--- config.mk ---
export PLATFORM = sky130hd
export DESIGN_NAME = alu_regfile_flat
export DESIGN_NICKNAME = d
export VERILOG_FILES = /design/src/rtl/alu_regfile_if.sv /design/src/rtl/alu_regfile.sv /design/src/flat_wrapper.sv
export SDC_FILE = /design/constraint.sdc
export NUM_CORES = 1
export LEC_CHECK = 0
export ABC_AREA = 1
export CORE_MARGIN = 2
export CORE_UTILIZATION = 45
export DETAILED_ROUTE_END_ITERATION = 16
export MAX_ROUTING_LAYER = met4
export PLACE_DENSITY = 0.68
export SLEW_MARGIN = 25
export SYNTH_ARGS = -nofsm -noshare
export SYNTH_HDL_FRONTEND = slang
export SYNTH_SLANG_ARGS = --single-unit
export TNS_END_PERCENT = 100
--- constraint.sdc ---
create_clock -name clk -period 9.49 [get_ports clk]
set_clock_uncertainty 0.05 [all_clocks]
set_input_delay 1.898 -clock clk [delete_from_list [all_inputs] [get_ports clk]]
set_output_delay 1.898 -clock clk [all_outputs]
set_load 0.05 [all_outputs]
--- src/rtl/alu_regfile_if.sv ---
// alu_regfile_if: bundles the register-file write/read ports and ALU controls/results.
// Modports: master drives writes, read addresses and ALU controls; slave is the regfile/ALU side.
interface alu_regfile_if #(
    parameter int WIDTH_WORD = 8,
    parameter int WIDTH_SEG  = 4
);
    logic                  write0;
    logic [WIDTH_SEG-1:0]  dstreg0;
    logic [WIDTH_WORD-1:0] dstval0;
    logic                  write1;
    logic [WIDTH_SEG-1:0]  dstreg1;
    logic [WIDTH_WORD-1:0] dstval1;
    logic [WIDTH_SEG-1:0]  argreg0;
    logic [WIDTH_WORD-1:0] argval0;
    logic [WIDTH_SEG-1:0]  argreg1;
    logic [WIDTH_WORD-1:0] argval1;
    logic                  alu_en;
    logic [2:0]            alu_fn;
    logic [WIDTH_WORD-1:0] dstval;
    logic                  carry;

    modport master (
        output write0, dstreg0, dstval0,
        output write1, dstreg1, dstval1,
        output argreg0, argreg1,
        output alu_en, alu_fn,
        input  argval0, argval1,
        input  dstval, carry
    );

    modport slave (
        input  write0, dstreg0, dstval0,
        input  write1, dstreg1, dstval1,
        input  argreg0, argreg1,
        input  alu_en, alu_fn,
        output argval0, argval1,
        output dstval, carry
    );
endinterface

--- src/rtl/alu_regfile.sv ---
// alu_regfile: 2**WIDTH_SEG x WIDTH_WORD register file (2 write, 2 read ports) feeding a combinational ALU.
// Ports: clk, rst (sync, active-high); bus (alu_regfile_if.slave) carries writes, reads, ALU controls and results.
module alu_regfile #(
    parameter int WIDTH_WORD = 8,
    parameter int WIDTH_SEG  = 4
) (
    input  logic         clk,
    input  logic         rst,
    alu_regfile_if.slave bus
);
    localparam int DEPTH = 2 ** WIDTH_SEG;

    typedef enum logic [2:0] {
        FN_ADD = 3'b000,
        FN_SUB = 3'b001,
        FN_OR  = 3'b010,
        FN_NOT = 3'b011,
        FN_MV  = 3'b100,
        FN_AND = 3'b101,
        FN_XOR = 3'b110,
        FN_B   = 3'b111
    } alu_fn_e;

    logic [WIDTH_WORD-1:0] regs [DEPTH];

    // Port 1 is written last so it wins when both ports target one register.
    always_ff @(posedge clk) begin
        if (rst) begin
            for (int i = 0; i < DEPTH; i++) begin
                regs[i] <= '0;
            end
        end else begin
            if (bus.write0) begin
                regs[bus.dstreg0] <= bus.dstval0;
            end
            if (bus.write1) begin
                regs[bus.dstreg1] <= bus.dstval1;
            end
        end
    end

    // Reads are not bypassed: a same-cycle write shows up after the edge.
    logic [WIDTH_WORD-1:0] op_a;
    logic [WIDTH_WORD-1:0] op_b;

    assign op_a        = regs[bus.argreg0];
    assign op_b        = regs[bus.argreg1];
    assign bus.argval0 = op_a;
    assign bus.argval1 = op_b;

    // Extended by one bit so the top bit is carry (add) or borrow (sub).
    logic [WIDTH_WORD:0]   sum_ext;
    logic [WIDTH_WORD:0]   diff_ext;
    logic [WIDTH_WORD-1:0] result;
    logic                  result_c;

    assign sum_ext  = {1'b0, op_a} + {1'b0, op_b};
    assign diff_ext = {1'b0, op_a} - {1'b0, op_b};

    always_comb begin
        result   = '0;
        result_c = 1'b0;
        if (bus.alu_en) begin
            unique case (alu_fn_e'(bus.alu_fn))
                FN_ADD: begin
                    result   = sum_ext[WIDTH_WORD-1:0];
                    result_c = sum_ext[WIDTH_WORD];
                end
                FN_SUB: begin
                    result   = diff_ext[WIDTH_WORD-1:0];
                    result_c = diff_ext[WIDTH_WORD];
                end
                FN_OR:  result = op_a | op_b;
                FN_NOT: result = ~op_a;
                FN_MV:  result = op_a;
                FN_AND: result = op_a & op_b;
                FN_XOR: result = op_a ^ op_b;
                FN_B:   result = op_b;
                default: begin
                    result   = '0;
                    result_c = 1'b0;
                end
            endcase
        end
    end

    assign bus.dstval = result;
    assign bus.carry  = result_c;
endmodule

--- src/flat_wrapper.sv ---
// flat-port wrapper written by rule: the top's interface ports become plain ports
module alu_regfile_flat 
#(
    parameter int WIDTH_WORD = 8,
    parameter int WIDTH_SEG  = 4
)
  (clk, rst, bus_write0, bus_dstreg0, bus_dstval0, bus_write1, bus_dstreg1, bus_dstval1, bus_argreg0, bus_argreg1, bus_alu_en, bus_alu_fn, bus_argval0, bus_argval1, bus_dstval, bus_carry);
  alu_regfile_if #(.WIDTH_WORD(WIDTH_WORD), .WIDTH_SEG(WIDTH_SEG)) bus_i ();
  input  logic clk;
  input  logic rst;
  input wire logic [$bits(bus_i.write0)-1:0] bus_write0;
  input wire logic [$bits(bus_i.dstreg0)-1:0] bus_dstreg0;
  input wire logic [$bits(bus_i.dstval0)-1:0] bus_dstval0;
  input wire logic [$bits(bus_i.write1)-1:0] bus_write1;
  input wire logic [$bits(bus_i.dstreg1)-1:0] bus_dstreg1;
  input wire logic [$bits(bus_i.dstval1)-1:0] bus_dstval1;
  input wire logic [$bits(bus_i.argreg0)-1:0] bus_argreg0;
  input wire logic [$bits(bus_i.argreg1)-1:0] bus_argreg1;
  input wire logic [$bits(bus_i.alu_en)-1:0] bus_alu_en;
  input wire logic [$bits(bus_i.alu_fn)-1:0] bus_alu_fn;
  output wire logic [$bits(bus_i.argval0)-1:0] bus_argval0;
  output wire logic [$bits(bus_i.argval1)-1:0] bus_argval1;
  output wire logic [$bits(bus_i.dstval)-1:0] bus_dstval;
  output wire logic [$bits(bus_i.carry)-1:0] bus_carry;
  assign bus_i.write0 = bus_write0;
  assign bus_i.dstreg0 = bus_dstreg0;
  assign bus_i.dstval0 = bus_dstval0;
  assign bus_i.write1 = bus_write1;
  assign bus_i.dstreg1 = bus_dstreg1;
  assign bus_i.dstval1 = bus_dstval1;
  assign bus_i.argreg0 = bus_argreg0;
  assign bus_i.argreg1 = bus_argreg1;
  assign bus_i.alu_en = bus_alu_en;
  assign bus_i.alu_fn = bus_alu_fn;
  assign bus_argval0 = bus_i.argval0;
  assign bus_argval1 = bus_i.argval1;
  assign bus_dstval = bus_i.dstval;
  assign bus_carry = bus_i.carry;
  alu_regfile #(.WIDTH_WORD(WIDTH_WORD), .WIDTH_SEG(WIDTH_SEG)) u_core (.clk(clk), .rst(rst), .bus(bus_i));
endmodule
==> impl_metrics.csv <==
group,metric,value,unit
timing,setup_tns,0,ns
synthesis,synthArstFlopShare,0,%
place,io_buffers,64,
floorplanning,dieHeight,149,µm
synthesis,synth_edf_count,128,
hold_path,min_path_type,"in -> reg",
global_routing,grt_pass1_wl,49500,µm
timing,worst_slew_margin_rel,34.7,%
global_routing,grt_pass1_vias,8349,
synthesis,netlist_area,0.00946,mm²
cells_and_area,final_cells,1500,
setup_path,endpoint_kind,"output pin",
pwr,vdd.ir_drop.worst,0.000130,V
synthesis,synth_area_leaders,"edfxtp_1, o22ai_1, nand2_1",
synthesis,synthCells,1191,
clock_network,cts_hold_buf,0,
synthesis,synth_seq_cells,128,
detailed_routing,drt_iter0_markers,1259,
place,routabilityCongestion,0.990,
place,place_inst,1468,
floorplanning,die_width,149,µm
timing,finalSetupViolations,0,
clock_network,clkTransAtPathRegs,0.06,ns
cells_and_area,area_growth,12.8,%
timing,whs,2.38,ns
place,dpl.hpwl,22700,µm
floorplanning,core_area,0.0208,mm²
hold_path,hold_depth,3,
pwr,powerDensity,166,mW/mm²
setup_path,worst_setup_path_start_kind,"input pin",
detailed_routing,drc_errors,0,
cells_and_area,drive_gt1_share,10.0,%
pwr,power_leakage,4.31,nW
global_routing,antenna_found_initial,0,
synthesis,synth_top_area_share,40.6,%
setup_path,crit_arrival,6.00,ns
setup_path,cp.required,7.54,ns
clock_network,cts_setup_buffers,0,
detailed_routing,num_vias,9209,
pwr,power,1.77,mW
floorplanning,core.rowCount,53,
detailed_routing,avgViaCountPerCell,6.14,
floorplanning,dieArea,0.0222,mm²
global_routing,grt_max_degree,64,
clock_network,cts_htree_levels,4,
floorplanning,io_pins,65,
cells_and_area,largest_reg_flops,128,
cells_and_area,top_regs,"u_core.regs x128",
cells_and_area,nets,1278,
timing,rsz0062_at_grt,"no",
synthesis,seq_area_frac_synth,40.6,%
clock_network,cts_inserted_buffers,17,
flow_run,cap_violations,0,
floorplanning,start_util,45.4,%
global_routing,gr-total-overflow,0,
timing,slew_viol_final,0,
setup_path,critPathKind,"in -> out",
detailed_routing,routed_wl,32500,µm
detailed_routing,drt.antenna.violating_nets,0,
clock_network,clockBufferDepth,2,
cells_and_area,antennaDiodeCount,0,
clock_network,clockRootBuffer,"clkbuf_16",
global_routing,track_usage,30.5,%
detailed_routing,drt_first_pass_iters,6,
setup_path,crit_fanout,49,
timing,worstMarginPinSlew,0.975,ns
timing,fmax,0.126,GHz
synthesis,synthDistinctLibCells,38,
cells_and_area,regMostFlops,"u_core.regs",
synthesis,synth_ff_type,"edfxtp_1",
synthesis,synth.net_count,1257,
timing,post-route-period-util,83.8,%
clock_network,cts_tree,"yes",
clock_network,cts_resized,0,
synthesis,avgSynthCellArea,7.94,µm²
clock_network,cts.sinks,128,
timing,finalWorstPathRequiredPeriod,7.95,ns
detailed_routing,wl_per_cell,21.6,µm
synthesis,yosysWarningCount,0,
timing,hold_viol,0,
synthesis,synth_top_area_cell,"edfxtp_1",
outcome,outcome,"complete, no violations",
report_power, final:
part	switching [mW]	internal [mW]
Clock	0.281	0.368
Combinational	0.311	0.131
Sequential	0.0160	0.660
Total	0.609	1.16
layer usage:
metal	vias up	share of wire (%)	track usage, %
met5	-	0	-
met4	0	3.0	10.3
met3	64	12	5.81
met2	615	45	46.3
met1	4273	41	41.2
li1	4257	-	-
cell usage after synthesis (2+ instances only):
cell type and instances:
nor3_1 2, xor2_1 3, nand2_2 38, nand2_1 219, fa_1 2, o21ai_1 2
inv_1 150, nor3_4 7, nand4_1 3, buf_2 33, nor2_1 52, o22ai_1 132
o2111ai_1 2, nor3_2 2, nand3_1 158, inv_2 12, o21bai_1 2, a21oi_1 54
o211ai_2 9, buf_4 2, clkbuf_1 21, buf_1 3, buf_6 11, nand3_2 8
ha_1 24, o211ai_1 49, edfxtp_1 128, o21ai_0 53
critical path: stages:
cell and delay [ns]:
buf_2 0.63, buf_4 0.46, o21ai_0 0.16, nand3_1 0.11
nand3_1 0.11, nand2_1 0.16, inv_1 0.08, ha_1 0.48
inv_1 0.12, a21oi_1 0.24, o211ai_1 0.21, nand2_1 0.12
nand2_1 0.05, nand2_1 0.06, nand3_1 0.06, a21oi_1 0.19
clkdlybuf4s50_1 0.84
worst paths after layout:
kind / from / to / slack, ns
setup / recovery: bus_argreg1[0] / bus_dstval[7] / 1.54
hold / removal: bus_dstreg0[2] / u_core.regs[7][4] / 2.38
cells by family (layout without fill, tap and decap cells):
logic type	count (synthesis)	count (layout)	synth area share, %
simple gates	493	493	24.5
buf+inv	233	267	10.6
fa+ha+maj	26	26	3.60
flops	128	128	40.6
xor+xnor	3	3	0.278
compound gates	308	308	20.3
stage by stage:
| stage | worst slack [ns] | util, % | area, µm² |
|---|---|---|---|
| 2_1_floorplan | 2.30 | - | 9460 |
| 3_5_place_dp | 1.64 | 48.5 | 10100 |
| 4_1_cts | 1.65 | 51.2 | 10700 |
| 5_1_grt | 1.24 | 51.2 | 10700 |
| 3_3_place_gp | 1.67 | 48.5 | 10100 |
| 6_report | 1.54 | 51.2 | 10700 |
placed cells by master, fill, tap and decap left out, types with 38 or more instances in the layout:
cell type and n:
a21oi_1 54, nand2_2 38, nand3_1 158, inv_1 150
clkdlybuf4s50_1 60, edfxtp_1 128, nor2_1 52, nand2_1 219
o211ai_1 49, o22ai_1 132, o21ai_0 53
layout make-up:
class                   instances  area, µm²
fillers                      1997      10200
multi-input cells             830       4610
flip-flops and latches        128       3840
repair buffers                 72        683
inverters                     163        612
clock buffers                  17        425
well taps                     275        344
clock inverters                15        149
Note: power is estimated with default switching activity, not from simulation.
